**config.mk**
```make
export PLATFORM = sky130hd
export DESIGN_NAME = aes_block_tx_ctrl
export DESIGN_NICKNAME = d
export VERILOG_FILES = /design/src/rtl/aes_block_tx_ctrl.sv
export SDC_FILE = /design/constraint.sdc
export NUM_CORES = 1
export LEC_CHECK = 0
export ABC_CLOCK_PERIOD_IN_PS = 1920
export CORE_MARGIN = 4
export CORE_UTILIZATION = 46
export DETAILED_ROUTE_END_ITERATION = 16
export PLACE_DENSITY = 0.86
export SLEW_MARGIN = 30
export SYNTH_ARGS = -nofsm -noshare
export SYNTH_HDL_FRONTEND = slang
export SYNTH_SLANG_ARGS = --single-unit
```
**constraint.sdc**
```tcl
create_clock -name clk -period 1.92 [get_ports clk]
set_clock_uncertainty 0.05 [all_clocks]
set_input_delay 0.192 -clock clk [delete_from_list [all_inputs] [get_ports clk]]
set_output_delay 0.192 -clock clk [all_outputs]
set_load 0.05 [all_outputs]
```
**src/rtl/aes_block_tx_ctrl.sv**
```systemverilog
// aes_block_tx_ctrl: schedules 128-bit AES result blocks and single status
// bytes onto a byte-wide uart_tx using its start/done-tick handshake. A block
// is always sent as 16 back-to-back bytes, never interleaved with status
// bytes. A watchdog abandons a transfer if the transmitter stops answering.
module aes_block_tx_ctrl #(
  parameter int GAP_CYCLES     = 0,
  parameter int TIMEOUT_CYCLES = 16384,
  parameter bit MSB_FIRST      = 1'b1
) (
  input  logic         clk,
  input  logic         rst_i,
  input  logic         blk_valid_i,
  input  logic [127:0] blk_data_i,
  output logic         blk_ready_o,
  input  logic         byte_valid_i,
  input  logic [7:0]   byte_data_i,
  output logic         byte_ready_o,
  output logic [7:0]   tx_din_o,
  output logic         tx_start_o,
  input  logic         tx_done_tick_i,
  output logic         busy_o,
  output logic         blk_done_tick_o,
  output logic         timeout_tick_o
);

  typedef enum logic [1:0] {
    ST_IDLE,
    ST_START,
    ST_WAIT,
    ST_GAP
  } state_t;

  // A zero timeout turns the watchdog off; a zero gap skips the GAP state.
  localparam bit          WD_EN     = (TIMEOUT_CYCLES != 0);
  localparam bit          GAP_EN    = (GAP_CYCLES != 0);
  localparam logic [14:0] WD_LIMIT  = WD_EN  ? 15'(TIMEOUT_CYCLES - 1) : 15'd0;
  localparam logic [15:0] GAP_LIMIT = GAP_EN ? 16'(GAP_CYCLES - 1)     : 16'd0;

  state_t         r_state;
  state_t         w_nextState;
  logic [127:0]   r_shift;
  logic           r_isBlk;
  logic [3:0]     r_byteIdx;
  logic [14:0]    r_wdCnt;
  logic [15:0]    r_gapCnt;
  logic           r_blkDoneTick;
  logic           r_timeoutTick;

  logic           w_acceptByte;
  logic           w_acceptBlk;
  logic           w_lastByte;
  logic           w_wdExpire;
  logic           w_advance;
  logic           w_finish;
  logic           w_abort;

  // The status byte always wins a tie; the block keeps its data stable and waits.
  assign w_acceptByte = (r_state == ST_IDLE) && byte_valid_i;
  assign w_acceptBlk  = (r_state == ST_IDLE) && blk_valid_i && !byte_valid_i;

  // A lone status byte is always its own last byte; a block ends after byte 15.
  assign w_lastByte = !r_isBlk || (r_byteIdx == 4'd15);
  assign w_wdExpire = WD_EN && (r_wdCnt == WD_LIMIT);

  assign blk_ready_o     = (r_state == ST_IDLE) && !byte_valid_i;
  assign byte_ready_o    = (r_state == ST_IDLE);
  assign tx_start_o      = (r_state == ST_START);
  assign busy_o          = (r_state != ST_IDLE);
  assign blk_done_tick_o = r_blkDoneTick;
  assign timeout_tick_o  = r_timeoutTick;

  // Status bytes sit in the low byte, so only blocks sent MSB-first use the top byte.
  assign tx_din_o = (r_isBlk && MSB_FIRST) ? r_shift[127:120] : r_shift[7:0];

  // Next-state decode; a done tick takes priority over a simultaneous watchdog expiry.
  always_comb begin
    w_nextState = r_state;
    w_advance   = 1'b0;
    w_finish    = 1'b0;
    w_abort     = 1'b0;
    case (r_state)
      ST_IDLE: begin
        if (w_acceptByte || w_acceptBlk) begin
          w_nextState = ST_START;
        end
      end
      ST_START: begin
        w_nextState = ST_WAIT;
      end
      ST_WAIT: begin
        if (tx_done_tick_i) begin
          if (!w_lastByte) begin
            w_advance   = 1'b1;
            w_nextState = GAP_EN ? ST_GAP : ST_START;
          end else begin
            w_finish    = 1'b1;
            w_nextState = ST_IDLE;
          end
        end else if (w_wdExpire) begin
          w_abort     = 1'b1;
          w_nextState = ST_IDLE;
        end
      end
      ST_GAP: begin
        if (r_gapCnt == GAP_LIMIT) begin
          w_nextState = ST_START;
        end
      end
      default: begin
        w_nextState = ST_IDLE;
      end
    endcase
  end

  // State register.
  always_ff @(posedge clk) begin
    if (rst_i) begin
      r_state <= ST_IDLE;
    end else begin
      r_state <= w_nextState;
    end
  end

  // Payload shift register and byte bookkeeping for the transfer in flight.
  always_ff @(posedge clk) begin
    if (rst_i) begin
      r_shift   <= '0;
      r_isBlk   <= 1'b0;
      r_byteIdx <= 4'd0;
    end else if (w_acceptByte) begin
      r_shift   <= {120'd0, byte_data_i};
      r_isBlk   <= 1'b0;
      r_byteIdx <= 4'd0;
    end else if (w_acceptBlk) begin
      r_shift   <= blk_data_i;
      r_isBlk   <= 1'b1;
      r_byteIdx <= 4'd0;
    end else if (w_advance) begin
      r_shift   <= MSB_FIRST ? (r_shift << 8) : (r_shift >> 8);
      r_byteIdx <= r_byteIdx + 4'd1;
    end else if (w_abort) begin
      r_isBlk   <= 1'b0;
      r_byteIdx <= 4'd0;
    end
  end

  // Watchdog counts WAIT cycles, saturating, and restarts each time a byte is started.
  always_ff @(posedge clk) begin
    if (rst_i) begin
      r_wdCnt <= 15'd0;
    end else if (w_nextState == ST_START) begin
      r_wdCnt <= 15'd0;
    end else if ((r_state == ST_WAIT) && (r_wdCnt != 15'h7FFF)) begin
      r_wdCnt <= r_wdCnt + 15'd1;
    end
  end

  // Counts the idle cycles spent in GAP between bytes of one block.
  always_ff @(posedge clk) begin
    if (rst_i) begin
      r_gapCnt <= 16'd0;
    end else if (r_state != ST_GAP) begin
      r_gapCnt <= 16'd0;
    end else begin
      r_gapCnt <= r_gapCnt + 16'd1;
    end
  end

  // Completion and watchdog pulses, high in the first IDLE cycle after the transfer ends.
  always_ff @(posedge clk) begin
    if (rst_i) begin
      r_blkDoneTick <= 1'b0;
      r_timeoutTick <= 1'b0;
    end else begin
      r_blkDoneTick <= w_finish && r_isBlk;
      r_timeoutTick <= w_abort;
    end
  end

endmodule

```
### Word level (Yosys, flattened, before mapping)

Cells that the tools add are included.

* $add $sub $neg: 3
* equality and inequality tests: 9
* mux-type cells: 24
* reductions and logical operators: 22

Operator list (number)
* two-way mux 128 bit: 2
* adder 16 x 1 -> 16 bit, second input constant: 1
* zero test 16 bit: 1
* two-way mux 8 bit: 2
* adder 15 x 1 -> 15 bit, second input constant: 1
* == test 15 x 14 -> 1 bit, second input constant: 1
* != test 15 bit, second input constant: 1
* two-way mux 1 bit: 13
* two-way mux 2 bit: 4
* two-way mux 4 bit: 2
* one-hot mux 2 bit (4 select lines): 1
* nonzero test 2 bit: 4
* logical AND 1 bit: 6
* OR reduction 2 bit: 3
* adder 4 x 1 -> 4 bit, second input constant: 1
* == test 2 x 1 -> 1 bit, second input constant: 2
* == test 2 bit, second input constant: 2
* == test 4 bit, second input constant: 1
* != test 2 bit, second input constant: 2
* nonzero test 3 bit: 1
* OR reduction 3 bit: 1
* zero test 1 bit: 2
* zero test 2 bit: 1
* logical OR 1 bit: 2
* AND reduction 2 bit: 1

* register bits: 168
* input bits: 141
* output and inout bits: 14
* logic and storage cells: 67

### Longest topological paths before layout

Gate-level depths: netlist of the first run.

* word-level depth: 8
* depth in mapped cells: 8

### Worst setup path before layout of the first run

Ideal clock, no wire load.

* kind: register -> register
* start: register r_state[1]
* end: register r_isBlk
* setup time: 0.132 ns
* arrival time: 2.142 ns
* path slack: -0.404 ns
* cell stages (with the launch flop): 8
* period minus slack after synthesis: 2.324 ns
* path through: dfxtp_1 > buf_2 > nor2_1 > nand2_1 > nand2_1 > clkbuf_1 > clkbuf_1 > a21oi_1

* cells in the longest elaborated chain, start to end: 5
* elaborated cells on any way between the ends: 12
* those cells by class: 2 x eq/ne; 3 x mux; 7 x reduce/logical

Ends and longest elaborated chain
* from (decl): line 39 `state_t r_state;`
* from (signal assigned): line 120 `r_state <= w_nextState;`
* zero test 2 bit *
* via byte_ready_o: line 17 `output logic byte_ready_o,`
* logical AND 1 bit (2 in series): line 59 `assign w_acceptBlk = (r_state == ST_IDLE) && blk_valid_i && !byte_valid_i;`
* != test 2 bit (no line) / nonzero test 2 bit (equally long branches)
* AND reduction 2 bit (no line)
* to (signal assigned): line 128 `r_isBlk <= 1'b0;`
* to (signal assigned): line 132 `r_isBlk <= 1'b0;`
* to (signal assigned): line 136 `r_isBlk <= 1'b1;`
* to (decl): line 42 `logic r_isBlk;`

Mark *: on every way through the listed nets, which the timed path passes. The rest lies on a longest branch.
A chain may end at the register's enable or synchronous reset.

### Worst setup path in the final report of the first run

* start: register r_wdCnt[7]
* end: register r_wdCnt[4]

* cells in the longest elaborated chain, start to end: 6
* elaborated cells on any way between the ends: 8
* those cells by class: 3 x eq/ne; 3 x mux; 2 x reduce/logical

Ends and longest elaborated chain
* from (decl): line 44 `logic [14:0] r_wdCnt;`
* from (signal assigned): line 154 `r_wdCnt <= r_wdCnt + 15'd1;`
* == test 15 x 14 -> 1 bit: line 63 `assign w_wdExpire = WD_EN && (r_wdCnt == WD_LIMIT);`
* two-way mux 2 bit: line 99 `end else if (w_wdExpire) begin`
* two-way mux 2 bit: line 91 `if (tx_done_tick_i) begin`
* one-hot mux 2 bit (4 select lines): line 81 `case (r_state)`
* == test 2 x 1 -> 1 bit: line 151 `end else if (w_nextState == ST_START) begin`
* OR reduction 2 bit (no line)

Several ways; a longest one is shown, not always the timed one.

==> impl_metrics.toml, run 1 <==
[outcome]
status = "finished clean"

[detailed_routing]
vias_per_cell = 5.78
first_pass_iters = 5
totalWireLength_mm = 19.8
ant_nets = 0
drt-wirelength-per-cell_um = 16.8
drc_errors = 0
vias = 6815
drt_iter0_drc = 634

[worst_setup_path]
crit_path_start_kind = "flop"
r2r-start = "r_wdCnt[7]$_SDFFE_PP0P_"
crit_path_end_kind = "flop"
worst_r2r_path_depth = 5
crit_fanout = 8
r2r-end = "r_wdCnt[4]$_SDFFE_PP0P_"
crit_required_ps = 2180
crit_type = "reg -> reg"
critical_path_arrival_ps = 2110
rrSetupSlack_ps = 70

[logic_synthesis]
yosys_most_used_dff = "dfxtp_1"
syn-num-nets = 973
synthMostInstantiatedCell = "dfxtp_1"
synth.distinct_cells = 48
synth-edff-count = 0
synth.area.top_cells = "dfxtp_1, a22oi_1, a21oi_1"
syn_area_sq_mm = 0.00706
synth_largest_area_cell = "dfxtp_1"
async_flop_share_pct = 0
synth_common_cells = "dfxtp_1, nand2_1, a22oi_1"
synth_top_area_share_pct = 47.7
synth_cells = 828
ys_seq_area_share_pct = 47.7
yosys_warnings = 0
avgSynthCellArea_sq_um = 8.52
ys_ff_latch = 168

[pwr]
power_frac_seq_pct = 45.8
power.switching_mw = 2.14
swShare_pct = 26.6
cellLeakagePower_nw = 3.21
clockPowerShare_pct = 38.6
comb_power_share_pct = 15.6
p_int_mw = 5.91
power_density_mw_per_mm2 = 827
total_power_mw = 8.05
ir_drop_mv = 0.580

[sta]
fin_crit_ps = 1850
hold_viol = 0
whs_ps = 373
setup_viol = 0
final_max_slew_viol_count = 0
rsz0062_at_grt = "no"
period_share_pct = 96.6
fmax_mhz = 539
slew_headroom_pct = 57.0
tightest_slew_ps = 643

[hold_path]
hold_end = "r_shift[68]$_SDFFE_PP0P_"
holdCritStartpoint = "blk_data_i[68]"
min_path_type = "in -> reg"
min_path_cells = 3

[floorplanning]
die-area_sq_mm = 0.0174
coreArea_sq_mm = 0.0151
dieHeight_um = 132
rows = 45
ioPinCount = 155
die_x_um = 132
start_util_pct = 46.8

[global_routing]
grt_max_degree = 85
grt_pass1_vias = 6491
grtUsageTotal_pct = 22.1
grt_pass1_wl_mm = 31.8
antenna_found_initial = 0
grt_overflow = 0

[clocking]
cts.sinks = 168
clockRootBuffer = "clkbuf_16"
cts_buffer_depth = 2
htreeDepth = 4
clk_latency_ps = 420
cts_made_buffers = 17
clk_pin_slew_ps = 60
hold_buffers = 0
cts_tree = "done"

[layout]
fin_util_pct = 64.5
drive_gt1_share_pct = 10.8
final_area_sq_mm = 0.00974
final_nets = 1123
area_growth_pct = 38.0
diodes = 0

[place]
place_area_sq_mm = 0.00912
hpwlAfterDp_mm = 13.7
portBuffers = 154
place_congestion = 0.840

[flow_run]
drv_cap = 0
cell type report:
class / instances / area, sq um
fill: 1230 / 5350
multi-input combinational: 576 / 3410
sequential: 168 / 3370
timing repair buffer: 197 / 2110
clock buffer: 19 / 443
tap: 188 / 235
clock inverter: 13 / 95.1
inverter: 18 / 67.6
stage by stage:
step / setup slack [ps] / setup TNS [ps] / cells
after global placement: 4.88 / 0 / 1144
after CTS: 3.49 / 0 / 1176
final: 65.1 / 0 / 1179
after floorplan: -93.7 / -187 / 828
after detailed placement: -54.0 / -612 / 1144
after global routing: 11.8 / 0 / 1179
power by group through the flow:
stage,Sequential (mW),Combinational (mW),Clock [mW]
final,3.69,1.25,3.11
after global routing,3.70,1.34,3.30
after CTS,3.68,1.23,3.15
after detailed placement,3.76,1.22,0
after global placement,3.76,1.21,0
after floorplan,3.73,0.592,0
kinds of logic after synthesis:
kind of cell	share of synthesized area [%]
AO/OA/AOI/OAI	29.4
XOR/XNOR	1.12
adder cells (fa/ha/maj)	0.709
buffers and inverters	5.07
flip-flops	47.7
multiplexers	0.142
AND/OR/NAND/NOR	15.9
layer usage:
layer	vias to the layer above	track usage (%)	wire length (um)
li1	3340	-	-
met1	3194	29.0	8720
met2	246	35.3	9350
met3	35	4.69	1150
met4	0	9.68	541
met5	-	0	0
cell usage in the layout, fill, tap and decap left out, drive strengths merged, types with 4 or more instances in the layout:
cell type,n
and3,4
ha,4
nand3,14
nor2,14
nor3,8
nand4,10
buf,54
a21oi,133
inv,22
o31ai,6
clkbuf,20
clkinv,6
a31oi,4
or3,7
xnor2,6
nor4,9
or4,7
o32ai,8
o21ai,20
a22oi,137
nand2,149
clkdlybuf4s50,142
dfxtp,168
state kept, by name, indices dropped and copies added (netlist names):
name	count
r_shift	128
r_byteIdx	4
blk_done_tick_o	1
r_isBlk	1
r_wdCnt	15
r_state	2
timeout_tick_o	1
r_gapCnt	16
worst max path at each step:
stage                                     to  slack [ps]  depth (start not counted)               startpoint
CTS                  r_wdCnt[8]$_SDFFE_PP0P_           3                          6  r_wdCnt[0]$_SDFFE_PP0P_
finish               r_wdCnt[4]$_SDFFE_PP0P_          70                          5  r_wdCnt[7]$_SDFFE_PP0P_
global route         r_wdCnt[4]$_SDFFE_PP0P_          10                          7   r_gapCnt[0]$_SDFF_PP0_
global placement     r_shift[6]$_SDFFE_PP0P_           5                          6             byte_valid_i
floorplan                        tx_din_o[5]         -90                          3     r_isBlk$_SDFFE_PP0P_
detailed placement  r_shift[21]$_SDFFE_PP0P_         -50                          7             byte_valid_i
worst max-delay path: stages (launching register included):
cell and delay (ps):
dfxtp_2 360, nand4_2 170, or4_4 590, a32oi_4 290, clkbuf_16 210, a22oi_1 70
repair_timing:
| action | 4_1_cts | 5_1_grt |
|---|---|---|
| setup endpoints to repair | 0 | 20 |
| setup buffers | 0 | 2 |
| gates resized for setup | 0 | 10 |
Power figures use the tool's default switching activity.
==> run 2: changes to the inputs <==
--- a/config.mk
+++ b/config.mk
@@ -5,11 +5,12 @@
 export SDC_FILE = /design/constraint.sdc
 export NUM_CORES = 1
 export LEC_CHECK = 0
+export ABC_AREA = 1
 export ABC_CLOCK_PERIOD_IN_PS = 1920
 export CORE_MARGIN = 4
 export CORE_UTILIZATION = 46
 export DETAILED_ROUTE_END_ITERATION = 16
-export PLACE_DENSITY = 0.86
+export PLACE_DENSITY = 0.85
 export SLEW_MARGIN = 30
 export SYNTH_ARGS = -nofsm -noshare
 export SYNTH_HDL_FRONTEND = slang
==> impl_metrics.toml, run 2 <==
[outcome]
status = "finished clean"

[logic_synthesis]
avgSynthCellArea_sq_um = 7.34
synth_common_cells = "nand2_1, dfxtp_1, a21oi_1"
synth_cells = 973
synth.area.top_cells = "dfxtp_1, nand2_1, a22oi_1"
synth-edff-count = 0
synthAdderAreaFrac_pct = 0.701
synth_xor_area_share_pct = 0.736
synth.distinct_cells = 28
synth_largest_area_cell = "dfxtp_1"
yosys_warnings = 0
synth_top_family_by_area = "simple AND/OR/NAND/NOR gates"
syn_area_sq_mm = 0.00714
yosys_most_used_dff = "dfxtp_1"
ys_seq_area_share_pct = 47.1
ys_ff_latch = 168
async_flop_share_pct = 0
syn-num-nets = 1118
synth_top_area_share_pct = 47.1
synth_compound_area_share_pct = 19.7
synthSimpleGateAreaFrac_pct = 25.3
synthMostInstantiatedCell = "nand2_1"
synthMuxAreaShare_pct = 0

[clocking]
cts_buffer_depth = 2
cts.sinks = 168
clockRootBuffer = "clkbuf_16"
post_cts_resized = 0
cts_tree = "done"
clk_pin_slew_ps = 60
post_cts_buffers = 0
cts_made_buffers = 17
htreeDepth = 4
clk_latency_ps = 420
hold_buffers = 0

[sta]
final_max_slew_viol_count = 0
slew_headroom_pct = 66.5
tightest_slew_ps = 501
hold_viol = 0
fmax_mhz = 555
fin_crit_ps = 1800
setup_viol = 0
period_share_pct = 93.9

[pwr]
ir_drop_mv = 0.780
power_frac_seq_pct = 45.2
clockPowerShare_pct = 41.4
swShare_pct = 24.9
p_int_mw = 6.11
comb_power_share_pct = 13.4
cellLeakagePower_nw = 3.27
power_density_mw_per_mm2 = 850
power.switching_mw = 2.02
total_power_mw = 8.13

[floorplanning]
dieHeight_um = 133
die-area_sq_mm = 0.0176
ioPinCount = 155
start_util_pct = 47.0
rows = 45
coreArea_sq_mm = 0.0152
die_x_um = 133

[worst_setup_path]
cpPeakStageDelay_ps = 330
crit_path_end_kind = "flop"
path_delay_family = "simple AND/OR/NAND/NOR gates"
critical_path_arrival_ps = 2060
slowest_stage = "dfxtp_1"
cpMostUsedCell = "nand2_1"
crit_required_ps = 2180
crit_path_start_kind = "flop"
crit_fanout = 23
crit_type = "reg -> reg"
cp_cell_sequence = "ha_1, nand3_1, nand2_1, nor2_4, buf_12, nor2_1, buf_4, nand2_1, a31oi_1"
critPathBufInv = 2

[detailed_routing]
first_pass_iters = 5
totalWireLength_mm = 19.3
drt-wirelength-per-cell_um = 14.7
vias = 7072
vias_per_cell = 5.38
drt_iter0_drc = 631
ant_nets = 0
drc_errors = 0

[layout]
multi_input_comb_area_sq_mm = 0.00334
largest_reg_flops = 128
final_area_sq_mm = 0.00957
fill_cells = 1286
final_nets = 1257
final_common_cell = "nand2_1"
drive_gt1_share_pct = 6.93
top_register = "r_shift"
area_growth_pct = 34.1
final_cell_mix = "nand2_1, dfxtp_1, clkdlybuf4s50_1"
seq_area_sq_mm = 0.00336
top_regs = "r_shift: 128 flops, r_gapCnt: 16 flops, r_wdCnt: 15 flops"

[place]
place_area_sq_mm = 0.00898
portBuffers = 154
hpwlAfterDp_mm = 13.4
place_congestion = 0.868

[global_routing]
antenna_found_initial = 1
grtUsageTotal_pct = 21.7
grt_overflow = 0
grt_pass1_vias = 6700
grt_max_degree = 63
grt_pass1_wl_mm = 31.7

[hold_path]
min_path_type = "in -> reg"

[flow_run]
drv_cap = 0
==> run 2: changes by cell type in the layout (fill, tap and decap cells not counted), moves of 9 or more <==
| cell | delta |
|---|---|
| nand2_1 | +205 |
| a22oi_1 | -71 |
| a31oi_1 | +58 |
| a21oi_1 | -48 |
| nor2_1 | +39 |
| inv_1 | +26 |
| nand3_1 | +17 |
| buf_4 | -9 |
==> run 2: cell type report <==
| cell class | instances | area share [%] |
|---|---|---|
| sequential | 168 | 35.1 |
| multi-input combinational | 698 | 34.9 |
| timing repair buffer | 179 | 19.4 |
| clock buffer | 21 | 4.81 |
| tap | 188 | 2.46 |
| inverter | 48 | 1.92 |
| clock inverter | 11 | 1.27 |
| antenna | 1 | 0.0261 |
==> run 2: cell families (layout without fill, tap and decap cells) <==
| group | Yosys count | count (layout) |
|---|---|---|
| AOI/OAI and AO/OA | 230 | 230 |
| xor gates and xnor gates | 6 | 6 |
| adders and majority gates | 4 | 4 |
| buffers and inverters | 107 | 259 |
| DFF | 168 | 168 |
| other | 0 | 1 |
| and+or+nand+nor | 458 | 458 |
==> run 2: power by group through the flow <==
stage	clock, mW	combinational, mW	sequential, mW
2_1_floorplan	0	0.547	3.72
3_3_place_gp	0	1.07	3.75
3_5_place_dp	0	1.08	3.75
4_1_cts	3.41	1.09	3.67
5_1_grt	3.58	1.18	3.69
6_report	3.37	1.09	3.68
==> run 2: metal layers <==
metal | up-vias | part of all wire [%] | global-route usage, %
li1 | 3550 | - | -
met5 | - | 0 | 0
met3 | 47 | 6.3 | 3.99
met4 | 0 | 3.1 | 10.0
met1 | 3207 | 44 | 28.1
met2 | 268 | 47 | 35.3
==> run 2: path summary, 6_finish.rpt <==
path                        startpoint                  endpoint  slack [ps]  depth (start not counted)
max          r_byteIdx[0]$_SDFFE_PP0P_   r_shift[2]$_SDFFE_PP0P_         120                          9
min                     blk_data_i[44]  r_shift[44]$_SDFFE_PP0P_         300                          3
min reg2reg     r_gapCnt[0]$_SDFF_PP0_    r_gapCnt[0]$_SDFF_PP0_         410                          1
max reg2reg  r_byteIdx[0]$_SDFFE_PP0P_   r_shift[2]$_SDFFE_PP0P_         120                          9
==> run 2: worst register-to-register path, stage by stage, from the launching register on <==
cell and delay [ps]:
dfxtp_1 330, ha_1 230, nand3_1 110, nand2_1 110
nor2_4 300, buf_12 210, nor2_1 50, buf_4 160
nand2_1 70, a31oi_1 70
==> run 2: metrics by stage <==
stage	TNS (ps)	cells	hold WS [ps]	setup slack [ps]	util, %
final	0	1314	295	118	63.0
after global routing	-1.71	1314	303	-1.71	63.0
after CTS	0	1313	282	88.8	62.9
after detailed placement	0	1281	396	84.3	59.1
after global placement	0	1281	393	110	59.1
after floorplan	0	973	218	82.0	-
